--- src/rtl/sin_table_loader.sv ---
// sin_table_loader: fills the SPRAM sine table from a byte stream, then gives the read port to the DDS.
// Optional trailer checksum verification when CHECKSUM_EN is defined.
module sin_table_loader #(
    parameter int ADDR_W    = 16,
    parameter int DATA_W    = 16,
    parameter bit LSB_FIRST = 1
) (
    input  logic              clk,
    input  logic              resetn,
    input  logic              start,
    input  logic [7:0]        in_data,
    input  logic              in_valid,
    output logic              in_ready,
    output logic              busy,
    output logic              done,
    output logic              error,
    output logic [ADDR_W-1:0] ram_addr,
    output logic [DATA_W-1:0] ram_wdata,
    output logic              ram_we,
    input  logic [DATA_W-1:0] ram_rdata,
    input  logic [ADDR_W-1:0] dds_addr,
    output logic [DATA_W-1:0] dds_data
);
    typedef enum logic [2:0] {IDLE, B0, B1, WR, CS0, CS1, DONE, ERR} state_t;
    state_t state, state_nx;
    logic [ADDR_W-1:0] cnt;
    logic [7:0] first;
    logic [DATA_W-1:0] word;
    logic [DATA_W-1:0] pair;
    logic xfer, last, idle_like;
    assign xfer = in_valid && in_ready;
    assign last = &cnt;
    assign idle_like = state inside {IDLE, DONE, ERR};
    assign pair = LSB_FIRST ? {in_data, first} : {first, in_data};
    assign ram_wdata = word;
`ifdef CHECKSUM_EN
    logic [DATA_W-1:0] sum;
    always_ff @(posedge clk or negedge resetn)
        if (!resetn) sum <= '0;
        else if (idle_like && start) sum <= '0;
        else if (state == WR) sum <= sum + word;
`endif
    always_ff @(posedge clk or negedge resetn)
        if (!resetn) state <= IDLE;
        else state <= state_nx;
    always_comb begin
        state_nx = state;
        case (state)
            IDLE, DONE, ERR: if (start) state_nx = B0;
            B0: if (xfer) state_nx = B1;
            B1: if (xfer) state_nx = WR;
`ifdef CHECKSUM_EN
            WR: state_nx = last ? CS0 : B0;
            CS0: if (xfer) state_nx = CS1;
            CS1: if (xfer) state_nx = (pair == sum) ? DONE : ERR;
`else
            WR: state_nx = last ? DONE : B0;
`endif
            default: state_nx = IDLE;
        endcase
    end
    always_comb begin
        in_ready = state inside {B0, B1, CS0, CS1};
        busy = !idle_like;
        done = state == DONE;
        ram_we = state == WR;
        ram_addr = (state == DONE) ? dds_addr : cnt;
        dds_data = (state == DONE) ? ram_rdata : '0;
`ifdef CHECKSUM_EN
        error = state == ERR;
`else
        error = 1'b0;
`endif
    end
    // counter wraps to 0 on the final write, so a reload starts from a clean address
    always_ff @(posedge clk or negedge resetn)
        if (!resetn) begin
            cnt <= '0;
            first <= '0;
            word <= '0;
        end else begin
            if (idle_like && start) cnt <= '0;
            else if (state == WR) cnt <= cnt + 1'b1;
            if (xfer && (state == B0 || state == CS0)) first <= in_data;
            if (xfer && state == B1) word <= pair;
        end
endmodule
--- config.mk ---
export PLATFORM = sky130hd
export DESIGN_NAME = sin_table_loader
export DESIGN_NICKNAME = d
export VERILOG_FILES = /design/src/rtl/sin_table_loader.sv
export SDC_FILE = /design/constraint.sdc
export NUM_CORES = 1
export LEC_CHECK = 0
export CAP_MARGIN = 25
export CELL_PAD_IN_SITES_DETAIL_PLACEMENT = 1
export CELL_PAD_IN_SITES_GLOBAL_PLACEMENT = 2
export CORE_MARGIN = 2
export CORE_UTILIZATION = 26
export CTS_BUF_LIST = sky130_fd_sc_hd__clkbuf_8
export DETAILED_ROUTE_END_ITERATION = 10
export GPL_TIMING_DRIVEN = 0
export PLACE_DENSITY = 0.87
export SYNTH_ARGS = -nofsm -noshare
export SYNTH_HDL_FRONTEND = slang
export SYNTH_SLANG_ARGS = --single-unit
--- constraint.sdc ---
create_clock -name clk -period 2.2 [get_ports clk]
set_input_delay 0.22 -clock clk [delete_from_list [all_inputs] [get_ports clk]]
set_output_delay 0.22 -clock clk [all_outputs]
set_load 0.03 [all_outputs]
After elaboration in Yosys (flattened, before gate mapping)
Index checks and enable logic that the tools add are counted.
- register bits: 43
- output and inout bits: 53
- input port bits: 44
- word-level logic and storage cells: 37
- multiplexer cells: 9
- $add $sub $neg: 1
- eq/ne operators: 10
- reductions and logical operators: 13
- operators by type and width (operator ; number):
    two-way mux 16 bit ; 4
    adder 16 x 1 -> 16 bit (second input constant) ; 1
    AND reduction 16 bit ; 1
    == test 3 bit (second input constant) ; 4
    two-way mux 3 bit ; 4
    case mux 3 bit (4 select lines) ; 1
    == test 3 x 2 -> 1 bit (second input constant) ; 2
    != test 2 bit (second input constant) ; 3
    logical AND 1 bit ; 4
    nonzero test 4 bit ; 1
    == test 3 x 1 -> 1 bit (second input constant) ; 1
    zero test 3 bit ; 1
    AND reduction 3 bit ; 1
    nonzero test 3 bit ; 1
    OR reduction 3 bit ; 1
    nonzero test 2 bit ; 1
    zero test 1 bit ; 1
    logical OR 1 bit ; 1

Logic depth before layout (Yosys ltp)
- word-level depth: 5
- mapped depth: 6

Worst setup path before layout
No wires, ideal clock.
- kind: register to output
- start: reg state[0]
- end: out ram_addr[14]
- data required time: 1.980 ns
- slack: 0.094 ns
- cell stages (with the launch flop): 5
- data arrival time: 1.886 ns
- buffers on the path: 2
- path through: dfrtp_1 > buf_4 > nor2_1 > clkbuf_1 > o21ai_0
- longest elaborated chain between the ends: 2
- ends and longest elaborated chain (element ; line ; text):
    from (decl) ; 25 ; state_t state, state_nx;
    from (signal assigned) ; 45 ; else state <= state_nx;
    == test 3 bit ; -- ;
    net done ; 15 ; output logic done,
    two-way mux 16 bit ; 67 ; ram_addr = (state == DONE) ? dds_addr : cnt;
    to (decl) ; 17 ; output logic [ADDR_W-1:0] ram_addr,
The timed path passes the listed nets, and every way through them passes these cells.

Final worst setup path
- start: reg state[0]
- end: out ram_addr[11]
- longest elaborated chain between the ends: 2
- ends and longest elaborated chain (element ; line):
    == test 3 bit ; 67
    two-way mux 16 bit ; 67
Every way passes these cells.

==> results.ini <==
[run_status]
run_status=complete, no violations

[detailed_routing]
wl_um=6232
post-route-drc-count=0
vias_per_cell=4.613
drt-pass1-iter-count=4
wl_per_cell_um=14.46
detail-route-antenna-nets=0
drt_first_iter_violations=43
routed-via-count=1988

[setup_path]
setup.worst_path.start_class=flip-flop
timing.reg2reg.worst_path_depth=5
timing.rr.start=cnt[0]$_DFFE_PN0P_
timing.critical_path.required_ns=1.98
worst-r2r-setup-slack_ns=0.25
crit_type=reg2out
crit_arrival_ns=1.94
rr_endpoint=cnt[12]$_DFFE_PN0P_
max_fo_critical_path=10
critical_path.endpoint_type=primary output

[timing]
clock-skew-final_ns=0.004941
setup_repair_after_global_routing_missed_its_margin=true
whs_ns=0.4086
max_freq_ghz=0.4635
tightest_slew_ns=0.6693
slew_headroom=0.5519
timing_hold_violations_final=0
period_share=0.9807
report.final.slew_viol_count=0
setup_violations=0
period_minus_slack_ns=2.158

[clocking]
h_tree_levels=2
tritoncts=done
clk_latency_ns=0.30
cts_root_buf=clkbuf_8
clkSlewWorstSetupHoldPaths_ns=0.09
cts-buffers-inserted=5
numClockSinks=43
clock_path_buffers=2

[global_routing]
gr-usage-all-layers=0.1327
grt-ovfl-total=0
grt_max_degree=26
grt_first_pass_wirelength_um=10400
grt_pass1_vias=2091
number_of_antenna_violations_at_the_first_check_in_global_routing=0

[place]
portBuffers=95
place_area_um2=3373
finalWeightedCongestion=0.7123
place_hpwl_um=4875

[final_layout]
design_area_um2=3518
area_delta_synth_final_pct=54.85
utilization=0.4094
drive_above_1_share=0.2570
num_antenna_cells=0
nFillCells=964
design.final.nets=367

[die]
count_of_boundary_i_o_pins=97
die_x_um=97.49
die_y_um=97.49
placeableCoreArea_um2=8593
starting_density=0.2644
placementRows=34
design.die.area_um2=9503

[pwr]
combPwrFrac=0.459
powerDensity_nw_per_um2=964.2
switching_share=0.3703
total_leakage_power_nw=1.590
seq_power_share=0.354
ir_worst_vdd_uv=792.3
p_total_mw=3.393
clkPwrFrac=0.187
net-switching-power_mw=1.256
power.internal_mw=2.136

[hold_path]
worst_hold_path_type=in2async

[yosys]
postSynthRegisterBits=43
synth-warning-count=0
post_synth_inst_count=212
post_synth.cell_area_avg_um2=10.72
synth_seq_area_share=0.4736
postSynthNetCount=257
synthesis.area_um2=2272
yosys.cell_types.count=33

[flow_run]
cap_violations=0

power groups by stage:
stage               sequential, mW  combinational (mW)  clock (mW)
floorplan                     1.49               0.633           0
CTS                           1.21                1.57       0.657
global placement              1.20                1.51           0
detailed placement            1.22                1.54           0
finish                        1.20                1.56       0.634
global route                  1.24                1.68       0.687
worst max-delay path by stage:
stage | start | end | slack [ns] | cells past startpoint
4_1_cts | state[0]$_DFFE_PN0P_ | ram_addr[11] | -0.007 | 6
5_1_grt | state[0]$_DFFE_PN0P_ | ram_addr[11] | -0.04 | 6
3_3_place_gp | state[0]$_DFFE_PN0P_ | ram_addr[10] | -0.63 | 5
3_5_place_dp | state[0]$_DFFE_PN0P_ | ram_addr[11] | -0.66 | 5
6_report | state[0]$_DFFE_PN0P_ | ram_addr[11] | 0.04 | 6
2_1_floorplan | state[0]$_DFFE_PN0P_ | ram_addr[14] | 0.09 | 4
layer usage:
layer | routed length [um] | global-route usage | vias up
li1 | - | - | 959
met1 | 2607 | 0.1588 | 965
met2 | 3099 | 0.2302 | 60
met3 | 502 | 0.05252 | 4
met4 | 23 | 0.01923 | 0
met5 | 0 | 0 | -
cells in the final DEF, fill, tap and decap left out, types with 2 or more instances in the layout:
master	Yosys	final
or3_1	4	4
a21o_1	2	2
clkdlybuf4s15_1	0	8
nor2_1	16	15
nand2_1	12	12
o21ai_0	8	8
nand3_1	11	11
nor3_1	7	7
clkdlybuf4s50_1	0	58
dlygate4sd2_1	0	15
nor4bb_1	2	2
clkbuf_2	0	3
buf_4	3	10
a21oi_1	8	8
dlymetal6s2s_1	0	3
inv_1	5	5
clkbuf_8	0	5
dfrtp_1	43	42
clkdlybuf4s15_2	0	2
mux2_2	39	39
buf_2	4	12
xnor2_1	9	9
nand4_1	2	2
and2_1	16	16
nor4_1	3	3
cells in the mapped netlist, drive strengths merged:
| cell | count | share of area |
|---|---|---|
| dfrtp | 43 | 0.47 |
| mux2 | 39 | 0.19 |
| and2 | 16 | 0.044 |
| nor2 | 16 | 0.026 |
| nand2 | 12 | 0.020 |
| nand3 | 11 | 0.024 |
| xnor2 | 9 | 0.035 |
| a21oi | 8 | 0.018 |
| o21ai | 8 | 0.018 |
| buf | 7 | 0.019 |
| nor3 | 7 | 0.015 |
| inv | 5 | 0.0083 |
| clkbuf | 4 | 0.0066 |
| nor4 | 4 | 0.014 |
| or3 | 4 | 0.011 |
| a21o | 2 | 0.0066 |
| nand4 | 2 | 0.0055 |
| nor4bb | 2 | 0.0088 |
| a21boi | 1 | 0.0033 |
| a22oi | 1 | 0.0033 |
| a31o | 1 | 0.0039 |
| conb | 1 | 0.0017 |
| ha | 1 | 0.0055 |
| mux2i | 1 | 0.0044 |
| nand3b | 1 | 0.0088 |
| nor2b | 1 | 0.0028 |
| nor3b | 1 | 0.0055 |
| o21a | 1 | 0.0033 |
| or4 | 1 | 0.0033 |
| or4b | 1 | 0.0044 |
| xor2 | 1 | 0.0039 |
worst max-delay path, cell delays in order, from the launching register on:
cell and delay, ns:
dfrtp_1 0.41, buf_4 0.18, nor2_4 0.17, buf_4 0.14
buf_6 0.12, mux2_2 0.34, clkdlybuf4s15_2 0.28
flip-flops by register name (all words and copies together), names as in the netlist:
signal	cells
ram_wdata	16
first	8
state	3
cnt	16
area by class of cell:
class                   count  area [um2]  share of cell area
multi-input cells         153        1127              0.3204
flip-flops and latches     43        1077              0.3062
repair buffers            104       979.7              0.2784
well taps                 108       135.1             0.03841
clock buffers               5       68.82             0.01956
plain buffers              10       63.81             0.01814
clock inverters             3       47.55             0.01351
inverters                   5       18.77            0.005334
stage by stage:
step	std cells	worst slack, ns	TNS [ns]
after global placement	415	-0.6337	-27.08
after detailed placement	416	-0.6581	-17.36
final	431	0.04237	0
after global routing	431	-0.03935	-0.03935
after floorplan	212	0.09398	0
after CTS	429	-0.007115	-0.007115
what timing repair did:
item / 4_1_cts / 5_1_grt
pin swaps: 1 / 1
buffers inserted: 5 / 2
cloned: 0 / 0
hold buffers: 1 / 0
setup endpoints to repair: 36 / 17
hold endpoints to repair: 18 / 0
resized for setup: 63 / 25
logic make-up (layout without fill, tap and decap cells):
kind of cell / after synthesis / after routing / synth area share
adder cells (fa/ha/maj): 1 / 1 / 0.005506
multiplexers: 40 / 40 / 0.1977
AND/OR/NAND/NOR: 79 / 79 / 0.1938
AO/OA/AOI/OAI: 22 / 22 / 0.05562
flip-flops: 43 / 43 / 0.4736
buffers and inverters: 16 / 127 / 0.03359
other: 1 / 1 / 0.001650
XOR/XNOR: 10 / 10 / 0.03855
(Power assumes the default switching activity.)
==> patch 1 (same flow settings) <==
Add a define of `CHECKSUM_EN`.
--- a/src/rtl/sin_table_loader.sv
+++ b/src/rtl/sin_table_loader.sv
@@ -1,4 +1,6 @@
 // sin_table_loader: fills the SPRAM sine table from a byte stream, then gives the read port to the DDS.
 // Optional trailer checksum verification when CHECKSUM_EN is defined.
+`define CHECKSUM_EN
+
 module sin_table_loader #(
     parameter int ADDR_W    = 16,
Check against the original RTL: same outputs for any inputs over 10 cycles, from zero or initial values and one cycle with resetn low; that may be too few to reach the edited logic, so the function may still have changed.
==> patch 1 against the original RTL <==
The flow now finishes with violations (negative setup slack). Total power is 120% higher. Final area up 57%. Maximum frequency is 2.8% lower. Worst setup slack worse by 61 ps. Synthesized area grew 64%. Wire length is 100% higher. Register-to-register slack worse by 270 ps. Sequential cell count is 16 higher.
==> patch 1: results (changes against the original RTL) <==
antenna_found_initial: 0  # unchanged
syn2layout_area_growth_pct: 48.3  # was 54.8%
place.detailed.hpwl_um: 8830  # was 4870 um
synthCells: 372  # was 212
buffers: 145  # was 114
cell_internal_pwr_mw: 4.15  # was 2.14 mW
pre_cts_ws_ps: -554  # was -658 ps
grt_pass1_wl_um: 18400  # was 10400 um
cts_resized: 152  # was 63
clock_area_share_pct: 3.50  # was 3.31%
path_clk_slew_ps: 70  # was 90 ps
hold_path_class: "in2async"  # unchanged
skew_ps: 10.3  # was 4.94 ps
layout.nonclk_buf_share_pct: 22.8  # was 29.7%
dpl-instance-area_um2: 4960  # was 3370 um^2
mappedNetlistNets: 433  # was 257
clock_latency_ps: 360  # was 300 ps
violations: "negative setup slack"
finalSetupViolCount: 2  # was 0
grt_pass1_vias: 3465  # was 2091
arrival_ps: 2500  # was 1940 ps
multi_input_area_um2: 2350  # was 1130 um^2
routed_via_density: 4.83  # was 4.61
synth.distinct_cells: 52  # was 33
cts_setup_buffers: 19  # was 5
nNetsFinal: 571  # was 367
nFillCells: 1550  # was 964
numCtsBuffers: 9  # was 5
num-clock-buffers: 10  # was 5
crit_slowest_cell: "dfrtp_2"  # was dfrtp_1
path_max_fanout: 3  # was 10
register_area_um2: 1480  # was 1080 um^2
r2r_cells: 14  # was 5
track_usage_pct: 16.0  # was 13.3%
max_stage_delay_ps: 430  # was 410 ps
wire_per_inst_um: 18.1  # was 14.5 um
status: "finished, violations left"  # was finished, final reports clean
numPlacedInstances: 649  # was 416
p_leak_nw: 2.46  # was 1.59 nW
yosys-top-cells-area: "dfrtp_1 40%, mux2_2 12%, xor2_1 7.5%"  # was dfrtp_1 47%, mux2_2 19%, and2_1 4.4%
multi_input_cells: 287  # was 153
drtAntennaViolNets: 0  # unchanged
row_count: 43  # was 34
drtIter0Drc: 96  # was 43
synthArstFlopShare_pct: 100  # unchanged
synth-seq-cells: 59  # was 43
htreeDepth: 3  # was 2
inv_count: 8  # was 5
layout-drive-gt1-share_pct: 34.2  # was 25.7%
yosysSeqAreaShare_pct: 39.5  # was 47.4%
holdBufCountCts: 1  # unchanged
ir_drop_mv: 0.435  # was 0.792 mV
portBuffers: 96  # was 95
globalplace.congestion: 0.871  # was 0.712
synthTopCellsByCount: "59 x dfrtp_1, 40 x mux2_2, 33 x nand2_1"  # was 43 x dfrtp_1, 39 x mux2_2, 16 x and2_1, 16 x nor2_1, 12 x nand2_1
setup_tns_ps: -34.2  # was 0 ps
setup_slack_ps: -19.1  # was 42.4 ps
worst_slew_pin_slew_ps: 804  # was 669 ps
vias: 3354  # was 1988
grt_max_degree: 40  # was 26
patch 1: cell count changes in the layout (fill, tap and decap cells not counted), moves of 9 or more:
cell,unedited run,this run
xor2_1,1,32
buf_4,10,32
nand2_1,12,32
dlygate4sd2_1,15,1
dfrtp_1,42,55
nor2_1,15,27
clkdlybuf4s15_2,2,13
buf_2,12,22
o22ai_1,0,9
patch 1: power by group through the flow:
stage / clock network (mW) / logic [mW] / registers, mW
after floorplan: 0 / 2.32 / 2.08
after global placement: 0 / 3.62 / 1.89
after detailed placement: 0 / 3.72 / 1.91
after CTS: 1.01 / 4.04 / 1.89
after global routing: 1.07 / 4.87 / 1.98
final: 0.994 / 4.52 / 1.93
patch 1: layer usage:
layer,part of all wire (%),GRT usage [%]
met5,0,0
met4,1.6,5.97
met3,3.7,2.75
met2,52,27.0
met1,43,20.4
patch 1: cell families after synthesis:
| logic type | synth area share (%) |
|---|---|
| AND/OR/NAND/NOR | 17.0 |
| AO/OA/AOI/OAI | 12.3 |
| flip-flops | 39.5 |
| multiplexers | 12.3 |
| XOR/XNOR | 9.58 |
| buffers and inverters | 3.35 |
| adder cells (fa/ha/maj) | 5.90 |
patch 1: worst max-delay path, delay by kind of cell, from the launching register on:
family                   cells  cell delay, ps
flip-flops                   1             430
adder cells (fa/ha/maj)      2             420
AND/OR/NAND/NOR              3             350
buffers and inverters        8             900
AO/OA/AOI/OAI                1              40
patch 1: worst paths after layout:
path / endpoint / from / slack, ps
setup / recovery: sum[2] / ram_wdata[0] / -20
hold / removal: ram_wdata[10] / resetn / 380
setup reg to reg: sum[2] / ram_wdata[0] / -20
hold reg to reg: ram_wdata[12] / ram_wdata[12] / 550
max in group asynchronous: ram_wdata[0] / resetn / 1220
min in group clk: ram_wdata[12] / ram_wdata[12] / 550
==> patch 2 (same flow settings) <==
Without the edit above. Set the parameter `LSB_FIRST` to 0 (it was 1).
--- a/src/rtl/sin_table_loader.sv
+++ b/src/rtl/sin_table_loader.sv
@@ -4,5 +4,5 @@
     parameter int ADDR_W    = 16,
     parameter int DATA_W    = 16,
-    parameter bit LSB_FIRST = 1
+    parameter bit LSB_FIRST = 0
 ) (
     input  logic              clk,
Check against the original RTL: not equivalent (a bounded check fails within 4 cycles, from zero or initial values and one cycle with resetn low).
==> patch 2 against the original RTL <==
Die area shrank 0.43%. Worst setup slack gained 0.65 ps. Total power shrank 1.7%. Wire length grew 3.7%. Via count grew 0.50%. Clock skew is essentially flat. Final area shrank 2.7%. Synthesized area shrank 0.44%. Sequential cell count is the same. Synthesized cell count is the same. Critical path type unchanged. Largest cell class unchanged. Largest power group unchanged. Highest routed layer unchanged.
==> patch 2: results (changes against the original RTL) <==
r2r_start: "state[0]"  # was cnt[0]
dpl-instance-area_um2: 3360  # was 3370 um^2
vias: 1998  # was 1988
clock_area_share_pct: 3.11  # was 3.31%
status: "finished, final reports clean"  # unchanged
comb_power_mw: 1.52  # was 1.56 mW
nNetsFinal: 366  # was 367
drt_wl_total_um: 6460  # was 6230 um
yosysSeqAreaShare_pct: 47.6  # was 47.4%
buffers: 113  # was 114
place.detailed.hpwl_um: 4920  # was 4870 um
p_leak_nw: 1.56  # was 1.59 nW
numCtsBuffers: 5  # unchanged
power_clock_uw: 612  # was 634 uW
globalplace.congestion: 0.779  # was 0.712
swShare_pct: 37.1  # was 37.0%
drt-pass1-iter-count: 3  # was 4
multi_input_area_share_pct: 33.0  # was 32.0%
register_area_um2: 1080  # about the same
wire_per_inst_um: 15.1  # was 14.5 um
layout-drive-gt1-share_pct: 29.3  # was 25.7%
yosys-top-cells-area: "dfrtp_1 48%, mux2_2 19%, and2_1 4.4%"  # was dfrtp_1 47%, mux2_2 19%, and2_1 4.4%
track_usage_pct: 13.7  # was 13.3%
combPwrFrac_pct: 45.7  # was 45.9%
clock_latency_ps: 290
skew_ps: 4.62  # was 4.94 ps
grt_max_degree: 38  # was 26
grt_pass1_wl_um: 10700  # was 10400 um
nFillCells: 968  # was 964
grt_pass1_vias: 2201  # was 2091
arrival_ps: 1940  # about the same
clockBufferDepth: 2  # unchanged
ir_drop_mv: 0.637  # was 0.792 mV
postLayoutCoreUtil_pct: 39.9  # was 40.9%
holdWs_ps: 317  # was 409 ps
r2r-end: "ram_wdata[3]"  # was cnt[12]
pre_cts_ws_ps: -576  # was -658 ps
layout.nonclk_buf_share_pct: 28.0  # was 29.7%
-- patch 2: changes by cell type after synthesis --
| cell | before | now |
|---|---|---|
| nand3b_1 | 0 | 1 |
| xnor2_1 | 9 | 8 |
| buf_4 | 3 | 1 |
| xor2_1 | 1 | 2 |
| buf_2 | 4 | 6 |
| nor3b_2 | 1 | 0 |
-- patch 2: worst max-delay path by stage --
stage	start	to	slack [ps]	cells past startpoint
global route	state[0]	dds_data[4]	-60	6
global placement	state[0]	ram_addr[9]	-600	5
CTS	state[0]	ram_addr[8]	-20	6
floorplan	state[0]	ram_addr[14]	90	4
detailed placement	state[0]	ram_addr[8]	-580	5
finish	state[0]	dds_data[4]	40	6
-- patch 2: timing repair --
action | 4_1_cts | 5_1_grt
gates resized for setup | 74 | 44
hold buffers | 1 | 0
setup endpoints to repair | 36 | 21
setup buffers | 5 | 2
endpoints found under the hold margin | 6 | 0
pin swaps | 1 | 1
-- patch 2: kinds of logic after synthesis --
group                      count (synthesis)  synth area share [%]
and+or+nand+nor                           79                  19.2
DFF                                       43                  47.6
muxes                                     40                  19.9
AOI/OAI and AO/OA                         22                  5.59
buffers and inverters                     16                  3.15
xor gates and xnor gates                  10                  3.87
adders and majority gates                  1                 0.553
other                                      1                 0.166
-- patch 2: per-layer routing --
layer	share of wire (%)	GRT usage [%]	vias up
met5	0	0	-
met4	0.45	2.24	0
met3	7.6	5.11	5
met2	49	23.8	69
met1	43	16.5	973
li1	-	-	951
-- patch 2: worst max-delay path, cell delays in order, from the launching register on --
cell             delay (ps)
dfrtp_1                 420
buf_4                   190
nor2_4                  180
buf_4                   150
clkbuf_2                180
and2_1                  150
clkdlybuf4s15_1         370
